===== src/rtl/add_pipe_32bit.sv =====
// -----------------------------------------------------------------------------
// add_pipe_32bit
//
// Two-stage pipelined N-bit adder with valid/ready handshakes on both sides.
//
//   Stage 1 adds the low halves of the operands plus carry-in. It registers
//   the low-half sum, the low-half carry and the untouched high halves. The
//   top bits of the high halves are a[N-1] and b[N-1].
//   Stage 2 is the output register. It adds the registered high halves with
//   the stage-1 carry and latches sum, cout and ovf.
//
// An operand set accepted on edge k is captured by stage 1 on that edge.
// It reaches the output register on edge k+1, so out_valid is high for the
// cycle leading up to edge k+2, where it can transfer out. Each stage holds
// one set, so at most two sets are in flight. With out_ready held high the
// pipeline accepts one set per cycle and inserts no bubbles.
//
// Parameters
//   N           operand width; must be even and at least 4 (default 32)
//
// Ports
//   clk         rising-edge clock
//   rst_n       asynchronous active-low reset; clears both valid bits and
//               all data registers
//   in_valid    operand set present on a, b, cin
//   in_ready    combinational: stage 1 empty or advancing this cycle; it
//               does not depend on in_valid
//   a, b        N-bit operands (unsigned or two's complement)
//   cin         carry-in
//   out_valid   result present on sum, cout, ovf
//   out_ready   downstream accepts the result this cycle
//   sum         registered (a + b + cin) mod 2^N
//   cout        carry out of bit N-1
//   ovf         signed overflow: operand signs equal and sum sign differs
//
// Optional feature (macro ADD_PIPE_STATS_EN)
//   txn_count   16-bit count of output transfers, wraps FFFF -> 0000
//   ovf_count   16-bit count of output transfers with ovf=1, saturates at FFFF
// When the macro is undefined, these ports and counters do not exist.
// -----------------------------------------------------------------------------
module add_pipe_32bit #(
    parameter int N = 32
) (
    input  logic         clk,
    input  logic         rst_n,
    input  logic         in_valid,
    output logic         in_ready,
    input  logic [N-1:0] a,
    input  logic [N-1:0] b,
    input  logic         cin,
    output logic         out_valid,
    input  logic         out_ready,
    output logic [N-1:0] sum,
    output logic         cout,
    output logic         ovf
`ifdef ADD_PIPE_STATS_EN
    ,
    output logic [15:0]  txn_count,
    output logic [15:0]  ovf_count
`endif
);

    localparam int H = N / 2;

    // ------------------------------------------------------------------
    // Pipeline state
    // ------------------------------------------------------------------
    logic         s1_valid_reg;
    logic [H-1:0] s1_lo_sum_reg;
    logic         s1_lo_carry_reg;
    logic [H-1:0] s1_a_hi_reg;      // MSB is a[N-1]
    logic [H-1:0] s1_b_hi_reg;      // MSB is b[N-1]

    logic         out_valid_reg;
    logic [N-1:0] sum_reg;
    logic         cout_reg;
    logic         ovf_reg;

    // ------------------------------------------------------------------
    // Handshake
    // ------------------------------------------------------------------
    logic out_advance;   // output register can take a new value this cycle
    logic s1_advance;    // stage 1 moves its set into the output register
    logic in_xfer;
    logic out_xfer;

    // The output register is free if it is empty or is being drained on
    // this edge. Stage 1 can then hand over its set. If stage 1 is empty,
    // it can always take a new set. Only registered state and out_ready
    // feed in_ready.
    assign out_advance = !out_valid_reg || out_ready;
    assign s1_advance  = s1_valid_reg && out_advance;
    assign in_ready    = !s1_valid_reg || out_advance;
    assign in_xfer     = in_valid && in_ready;
    assign out_xfer    = out_valid_reg && out_ready;

    // ------------------------------------------------------------------
    // Stage 1 arithmetic: low half plus carry-in
    // ------------------------------------------------------------------
    logic [H:0] lo_add;
    assign lo_add = {1'b0, a[H-1:0]} + {1'b0, b[H-1:0]} + {{H{1'b0}}, cin};

    // ------------------------------------------------------------------
    // Stage 2 arithmetic: high half plus the carry out of stage 1
    // ------------------------------------------------------------------
    logic [H:0]   hi_add;
    logic [N-1:0] sum_next;
    logic         cout_next;
    logic         ovf_next;

    assign hi_add    = {1'b0, s1_a_hi_reg} + {1'b0, s1_b_hi_reg}
                     + {{H{1'b0}}, s1_lo_carry_reg};
    assign sum_next  = {hi_add[H-1:0], s1_lo_sum_reg};
    assign cout_next = hi_add[H];
    // Signed overflow: both operands have the same sign and the result sign
    // differs from it.
    assign ovf_next  = (s1_a_hi_reg[H-1] == s1_b_hi_reg[H-1])
                    && (hi_add[H-1] != s1_a_hi_reg[H-1]);

    // ------------------------------------------------------------------
    // Valid-bit next-state
    // ------------------------------------------------------------------
    logic s1_valid_next;
    logic out_valid_next;

    // Stage 1 reloads its valid bit whenever it is allowed to accept, and
    // otherwise holds. The output register follows stage 1 whenever it is
    // free, and otherwise holds its current result.
    assign s1_valid_next  = in_ready    ? in_valid     : s1_valid_reg;
    assign out_valid_next = out_advance ? s1_valid_reg : out_valid_reg;

    // ------------------------------------------------------------------
    // Stage 1 registers
    // ------------------------------------------------------------------
    always_ff @(posedge clk or negedge rst_n) begin
        if (!rst_n) begin
            s1_valid_reg    <= 1'b0;
            s1_lo_sum_reg   <= '0;
            s1_lo_carry_reg <= 1'b0;
            s1_a_hi_reg     <= '0;
            s1_b_hi_reg     <= '0;
        end else begin
            s1_valid_reg <= s1_valid_next;
            // Data loads only on a real transfer. Operands seen while
            // in_valid=0 never reach the pipeline.
            if (in_xfer) begin
                s1_lo_sum_reg   <= lo_add[H-1:0];
                s1_lo_carry_reg <= lo_add[H];
                s1_a_hi_reg     <= a[N-1:H];
                s1_b_hi_reg     <= b[N-1:H];
            end
        end
    end

    // ------------------------------------------------------------------
    // Stage 2 / output registers
    // ------------------------------------------------------------------
    always_ff @(posedge clk or negedge rst_n) begin
        if (!rst_n) begin
            out_valid_reg <= 1'b0;
            sum_reg       <= '0;
            cout_reg      <= 1'b0;
            ovf_reg       <= 1'b0;
        end else begin
            out_valid_reg <= out_valid_next;
            // Result fields change only when a new set moves in. Under
            // backpressure they stay frozen.
            if (s1_advance) begin
                sum_reg  <= sum_next;
                cout_reg <= cout_next;
                ovf_reg  <= ovf_next;
            end
        end
    end

    assign out_valid = out_valid_reg;
    assign sum       = sum_reg;
    assign cout      = cout_reg;
    assign ovf       = ovf_reg;

`ifdef ADD_PIPE_STATS_EN
    // ------------------------------------------------------------------
    // Transfer statistics
    // ------------------------------------------------------------------
    logic [15:0] txn_count_reg;
    logic [15:0] ovf_count_reg;

    always_ff @(posedge clk or negedge rst_n) begin
        if (!rst_n) begin
            txn_count_reg <= '0;
            ovf_count_reg <= '0;
        end else if (out_xfer) begin
            // The transfer count wraps on purpose. The overflow count
            // saturates, so a large value never rolls back to a small one.
            txn_count_reg <= txn_count_reg + 16'd1;
            if (ovf_reg && (ovf_count_reg != 16'hFFFF)) begin
                ovf_count_reg <= ovf_count_reg + 16'd1;
            end
        end
    end

    assign txn_count = txn_count_reg;
    assign ovf_count = ovf_count_reg;
`else
    // Without statistics, the output handshake is consumed only by the
    // downstream logic.
    logic unused_out_xfer;
    assign unused_out_xfer = out_xfer;
`endif

endmodule


===== config.mk =====
export PLATFORM = sky130hd
export DESIGN_NAME = add_pipe_32bit
export DESIGN_NICKNAME = d
export VERILOG_FILES = /design/src/rtl/add_pipe_32bit.sv
export SDC_FILE = /design/constraint.sdc
export NUM_CORES = 1
export LEC_CHECK = 0
export ABC_AREA = 0
export CORE_ASPECT_RATIO = 1.25
export CORE_MARGIN = 2
export CORE_UTILIZATION = 51
export DETAILED_ROUTE_END_ITERATION = 12
export PLACE_DENSITY = 0.8
export SKIP_LAST_GASP = 1
export SYNTH_ARGS = -nofsm -noshare
export SYNTH_HDL_FRONTEND = slang
export SYNTH_SLANG_ARGS = --single-unit

===== constraint.sdc =====
create_clock -name clk -period 3.1 [get_ports clk]
set_clock_uncertainty 0.1 [all_clocks]
set_input_delay 0.31 -clock clk [delete_from_list [all_inputs] [get_ports clk]]
set_output_delay 0.31 -clock clk [all_outputs]
set_load 0.02 [all_outputs]

==> results of run 1 <==
==> worst max-delay path by stage <==
stage	slack [ns]	cells after the start	to
floorplan	0.53	8	sum[30]$_DFFE_PN0P_
global placement	0.004	10	s1_lo_sum_reg[14]$_DFFE_PN0P_
detailed placement	-0.05	10	s1_lo_sum_reg[14]$_DFFE_PN0P_
CTS	0.26	8	sum[30]$_DFFE_PN0P_
global route	0.07	9	s1_lo_carry_reg$_DFFE_PN0P_
finish	0.24	8	sum[30]$_DFFE_PN0P_
==> kinds of logic after synthesis <==
family	after synthesis	share of synthesized area (%)
AO/OA/AOI/OAI	128	17.9
XOR/XNOR	24	4.47
adder cells (fa/ha/maj)	34	9.68
buffers and inverters	22	2.45
flip-flops	85	45.2
multiplexers	52	12.4
AND/OR/NAND/NOR	80	7.87
==> layout make-up <==
type	count	share of cell area, %
timing repair buffer	110	17.6
multi-input combinational	318	40.1
clock inverter	7	1.22
sequential	85	34.6
clock buffer	9	3.66
inverter	4	0.244
tap	123	2.50
==> through the flow <==
stage               worst slack [ns]  utilization, %
finish                         0.239            67.7
global route                  0.0662            67.7
CTS                            0.255            67.7
detailed placement           -0.0480            64.4
global placement             0.00413            64.4
floorplan                      0.527               -
==> worst max-delay path: stages, from the launching register on <==
cell,delay [ns]
dfrtp_1,0.39
fa_1,0.49
fa_1,0.45
a211oi_1,0.32
o21ai_0,0.31
a41o_2,0.33
nor2_1,0.12
xnor2_1,0.14
o21ai_0,0.09
==> cell usage in the layout, fill, tap and decap left out, types with 3 or more instances in the layout <==
| cell type | instances |
|---|---|
| a211oi_1 | 6 |
| xor2_1 | 13 |
| nor2_1 | 9 |
| nand2_1 | 39 |
| dfrtp_1 | 85 |
| o21ai_0 | 40 |
| a31oi_1 | 4 |
| a21o_1 | 15 |
| mux2_2 | 52 |
| buf_4 | 7 |
| inv_1 | 4 |
| a21boi_0 | 3 |
| nand4_1 | 3 |
| a21oi_1 | 20 |
| nand2b_1 | 3 |
| and3_1 | 4 |
| o21bai_1 | 4 |
| o211ai_1 | 6 |
| ha_1 | 30 |
| fa_1 | 4 |
| o21a_1 | 4 |
| nor2b_1 | 3 |
| clkbuf_16 | 9 |
| clkinvlp_4 | 3 |
| o21ai_1 | 4 |
| nand3_1 | 9 |
| xnor2_1 | 11 |
| clkdlybuf4s50_1 | 103 |
==> synthesized netlist by cell type, drive strengths merged (4+ instances only) <==
cell type,instances,area (um^2)
a211oi,6,45.0
a21o,17,130
a21oi,20,100
a31oi,4,25.0
and3,5,36.3
buf,6,45.0
clkbuf,12,55.1
dfrtp,85,2130
fa,4,80.1
ha,30,375
inv,4,15.0
mux2,52,586
nand2,41,154
nand3,9,45.0
nor2,9,33.8
o211ai,6,45.0
o21a,4,30.0
o21ai,44,220
o21bai,4,30.0
xnor2,11,96.3
xor2,13,114
==> layer usage <==
layer / global-route usage (%) / vias to the layer above / part of all wire (%)
met2: 36.3 / 127 / 50
met3: 4.74 / 18 / 5.8
met4: 8.92 / 0 / 2.2
met5: 0 / - / 0
li1: - / 1764 / -
met1: 24.4 / 1714 / 42
==> where the power goes <==
part,switching [W],internal (W),total [W],leakage [nW]
Clock,0.000443,0.000626,0.00107,0.138
Sequential,0.000167,0.00141,0.00157,1.02
Combinational,0.000863,0.000863,0.00173,1.51
Total,0.00147,0.00290,0.00437,2.66
==> impl_metrics.py, run 1 <==
metrics = {
    "logic_synthesis": {
        "synth_cell_type_count": 52,
        "synth_area_per_cell_um2": 11.1,
        "ys_ff_latch": 85,
        "synth_ff_type": "dfrtp_1",
        "synth_edf_count": 0,
        "syn_nets": 528,
        "synth_cells": 425,
        "async_flop_share_pct": 100,
        "yosysWarnings": 0,
        "yosysSeqAreaShare_pct": 45.2,
        "synth_area_um2": 4700,
    },
    "floorplanning": {
        "io_pins": 105,
        "core_area_um2": 9080,
        "die_height_um": 111,
        "dieArea_um2": 10000,
        "die_w_um": 89.9,
        "num_rows": 39,
        "initial_core_util_pct": 51.8,
    },
    "routing": {
        "postRouteAntennaNets": 0,
        "vias": 3623,
        "dr.pass1.iters": 5,
        "wirelength_mm": 9.88,
        "drt-vias-per-instance": 5.52,
        "drc": 0,
        "wl_per_cell_um": 15.1,
        "drtIter0Drc": 151,
    },
    "worst_hold_path": {
        "hold_class": "input port to asynchronous set/reset pin",
    },
    "worst_setup_path": {
        "rrSetupSlack_ns": 0.24,
        "crit_start": "s1_lo_carry_reg$_DFFE_PN0P_",
        "end_kind": "flop",
        "reg2reg_to": "sum[30]$_DFFE_PN0P_",
        "crit_arrival_ns": 2.97,
        "crit_path_max_fanout": 5,
        "worstSetupPathType": "flop to flop",
        "cp-start-kind": "flop",
        "ff2ff_path_depth": 8,
        "reg2reg_from": "s1_lo_carry_reg$_DFFE_PN0P_",
        "worstPathRequired_ns": 3.21,
    },
    "global_route": {
        "grt_pass1_wl_mm": 16.9,
        "antenna_found_initial": 0,
        "grt_max_degree": 86,
        "grt_pass1_vias": 3748,
        "grt_use_total_pct": 20.7,
        "grt_overflow": 0,
    },
    "sta": {
        "slew_headroom_pct": 32.1,
        "grt_setup_unrepaired": "no",
        "worstMarginPinSlew_ns": 1.02,
        "slew_violations": 0,
        "setup_viol": 0,
        "fin_crit_sh_pct": 92.3,
        "hold_viol_final": 0,
        "fmax_mhz": 350,
        "finalCriticalPeriod_ns": 2.86,
        "tns_ns": 0,
        "whs_ns": 0.0506,
    },
    "placement": {
        "numPortBuffers": 104,
        "finalWeightedCongestion": 0.896,
        "dpl.hpwl_mm": 7.36,
        "placed_cells": 640,
        "dpl_cell_area_um2": 5850,
    },
    "finish": {
        "largest_reg_flops": 32,
        "design_area_um2": 6150,
        "multi_input_comb_area_um2": 2470,
        "fin_nets": 631,
        "drive_above_1_share_pct": 15.8,
        "antenna_cells": 0,
        "area_growth_pct": 30.7,
        "final_cells": 656,
        "seq_area_um2": 2130,
        "fillCellCount": 715,
    },
    "power_and_ir_drop": {
        "leakage_nw": 2.66,
        "total_power_w": 0.00437,
        "ir_drop_mv": 0.317,
        "power.density_nw_per_um2": 711,
    },
    "clocking": {
        "tritoncts": "built",
        "worstSkewPairLatency_ns": 0.34,
        "cts-buffers-inserted": 9,
        "cts_buffer_depth": 2,
        "htreeDepth": 3,
        "cts_hold_buf": 0,
        "cts_sinks": 85,
        "cts_resized": 0,
        "cts_root_buf": "clkbuf_16",
        "cts.clk_slew.worst_paths_ns": 0.06,
        "post_cts_buffers": 0,
    },
    "job": {
        "cap_violations": 0,
    },
    "outcome": {
        "status": "finished, final reports clean",
    },
}
Note: power is estimated with default switching activity, not from simulation.
==> run 2, diff against run 1 <==
- CORE_MARGIN: 2 -> 4
==> run 2 against run 1 <==
Net effect:
- sequential cell count unchanged
- combinational power about the same
- critical endpoint unchanged
- sequential share of layout area is 0.41 points higher
- first-iteration DRC count shrank 35%
- register-to-register slack gained 0.02 ns
- critical path depth is the same
- final cell count shrank 0.61%
- via count down 0.94%
- power shrank 3.9%
- non-clock buffer count unchanged
- utilization rose by 0.98 points
==> impl_metrics.py, run 2 (synthesis results as in run 1) <==
metrics = {
    "routing": {
        "postRouteAntennaNets": 0,
        "wirelength_mm": 10.2,
        "drc": 0,
        "drt-vias-per-instance": 5.50,
        "vias": 3589,
        "drtIter0Drc": 98,
        "wl_per_cell_um": 15.6,
        "dr.pass1.iters": 4,
    },
    "power_and_ir_drop": {
        "switchingPower_w": 0.00141,
        "p_int_w": 0.00278,
        "total_power_w": 0.00420,
        "ir_drop_mv": 0.412,
        "power_frac_seq_pct": 37.4,
        "power.density_nw_per_um2": 691,
        "clockPowerShare_pct": 21.5,
        "leakage_nw": 2.64,
        "pwr-share-comb_pct": 41.1,
        "sw_frac_of_total_pct": 33.7,
    },
    "worst_setup_path": {
        "worstSetupEndpoint": "sum[30]$_DFFE_PN0P_",
        "end_kind": "flop",
        "crit_arrival_ns": 3.00,
        "crit_path_max_fanout": 5,
        "ff2ff_path_depth": 8,
        "rrSetupSlack_ns": 0.26,
        "worstPathRequired_ns": 3.26,
        "worstSetupPathType": "flop to flop",
        "crit_start": "s1_lo_carry_reg$_DFFE_PN0P_",
        "reg2reg_from": "s1_lo_carry_reg$_DFFE_PN0P_",
        "cp-start-kind": "flop",
        "reg2reg_to": "sum[30]$_DFFE_PN0P_",
    },
    "placement": {
        "finalWeightedCongestion": 0.902,
        "dp_slack_ns": -0.00422,
        "dpl_cell_area_um2": 5840,
        "dpl.hpwl_mm": 7.73,
        "numPortBuffers": 104,
    },
    "clocking": {
        "cts_root_buf": "clkbuf_8",
        "cts.clk_slew.worst_paths_ns": 0.08,
        "cts_hold_buf": 0,
        "tritoncts": "built",
        "cts_sinks": 85,
        "cts_buffer_depth": 2,
        "worstSkewPairLatency_ns": 0.37,
        "cts_resized": 0,
        "post_cts_buffers": 0,
        "cts-buffers-inserted": 9,
        "htreeDepth": 3,
    },
    "floorplanning": {
        "die_w_um": 93.9,
        "num_rows": 38,
        "core_area_um2": 8840,
        "io_pins": 105,
        "die_height_um": 115,
        "dieArea_um2": 10800,
        "initial_core_util_pct": 53.2,
    },
    "finish": {
        "area_growth_pct": 29.1,
        "largest_reg_flops": 32,
        "antenna_cells": 0,
        "design_area_um2": 6080,
        "fin_util_pct": 68.7,
        "fillCellCount": 730,
        "fin_nets": 631,
        "final_cell_mix": "103 x clkdlybuf4s50_1, 85 x dfrtp_1, 52 x mux2_2",
        "layout_commonest_cell": "clkdlybuf4s50_1",
        "drive_above_1_share_pct": 15.6,
    },
    "job": {
        "cap_violations": 0,
    },
    "sta": {
        "slew_violations": 0,
        "setup_viol": 0,
        "finalCriticalPeriod_ns": 2.84,
        "grt_setup_unrepaired": "no",
        "slew_headroom_pct": 32.2,
        "whs_ns": 0.0194,
        "layout_setup_ws_ns": 0.259,
        "worstMarginPinSlew_ns": 1.02,
        "fin_crit_sh_pct": 91.7,
        "fmax_mhz": 352,
        "hold_viol_final": 0,
    },
    "global_route": {
        "grt.busiest_layer": "met2",
        "grt_overflow": 0,
        "use_met3_pct": 3.40,
        "grt_use_met1_pct": 22.9,
        "grt_pass1_wl_mm": 16.7,
        "grt_use_total_pct": 19.7,
        "grt_pass1_vias": 3626,
        "grt_max_degree": 86,
        "antenna_found_initial": 0,
        "use_met2_pct": 34.5,
    },
    "outcome": {
        "status": "finished, final reports clean",
    },
    "worst_hold_path": {
        "hold_class": "input port to asynchronous set/reset pin",
    },
}
-- run 2: changes by cell type in the layout (fill, tap and decap cells not counted) --
| cell | previous run | this run |
|---|---|---|
| bufinv_16 | 1 | 2 |
| clkbuf_16 | 9 | 0 |
| clkbuf_8 | 0 | 12 |
| clkinv_2 | 1 | 0 |
| clkinv_4 | 1 | 0 |
| clkinvlp_4 | 3 | 1 |
| inv_6 | 1 | 0 |
-- run 2: worst max-delay path, stage by stage, from the launching register on --
cell and delay (ns):
dfrtp_1 0.41, fa_1 0.49, fa_1 0.45, a211oi_1 0.31, o21ai_0 0.29, a41o_2 0.32
nor2_1 0.12, xnor2_1 0.14, o21ai_0 0.09
-- run 2: stage by stage --
stage | std cells | setup TNS (ns)
after global placement | 637 | 0
final | 652 | 0
after CTS | 652 | 0
after detailed placement | 637 | -0.00422
after global routing | 652 | 0
after floorplan | 425 | 0
-- run 2: worst min path at each step --
stage	end	slack, ns	depth (start not counted)
4_1_cts	s1_b_hi_reg[11]$_DFFE_PN0P_	0.05	1
3_5_place_dp	sum[22]$_DFFE_PN0P_	0.36	2
6_report	s1_a_hi_reg[12]$_DFFE_PN0P_	0.02	1
5_1_grt	s1_b_hi_reg[11]$_DFFE_PN0P_	0.10	1
3_3_place_gp	s1_lo_sum_reg[8]$_DFFE_PN0P_	0.36	2
2_1_floorplan	cout$_DFFE_PN0P_	-0.09	0
-- run 2: area by class of cell --
| cell class | instances | area (um^2) | area share, % |
|---|---|---|---|
| Clock inverter | 3 | 67.6 | 1.11 |
| Tap cell | 120 | 150 | 2.47 |
| Sequential cell | 85 | 2130 | 35.0 |
| Multi-Input combinational cell | 318 | 2470 | 40.6 |
| Timing Repair Buffer | 110 | 1080 | 17.8 |
| Inverter | 4 | 15.0 | 0.247 |
| Clock buffer | 12 | 165 | 2.72 |
-- run 2: layer usage --
layer  wire, um  vias up  share of wire [%]
met5          0        -                  0
met4        287        0                2.8
met3        524       19                5.2
met2       5160      105                 51
met1       4200     1698                 41
li1           -     1767                  -
-- run 2: power groups by stage --
stage	Sequential (W)	Combinational (W)	Clock (W)
floorplan	0.00179	0.000845	0
global placement	0.00158	0.00170	0
detailed placement	0.00159	0.00173	0
CTS	0.00158	0.00174	0.000918
global route	0.00161	0.00188	0.000970
finish	0.00157	0.00173	0.000902
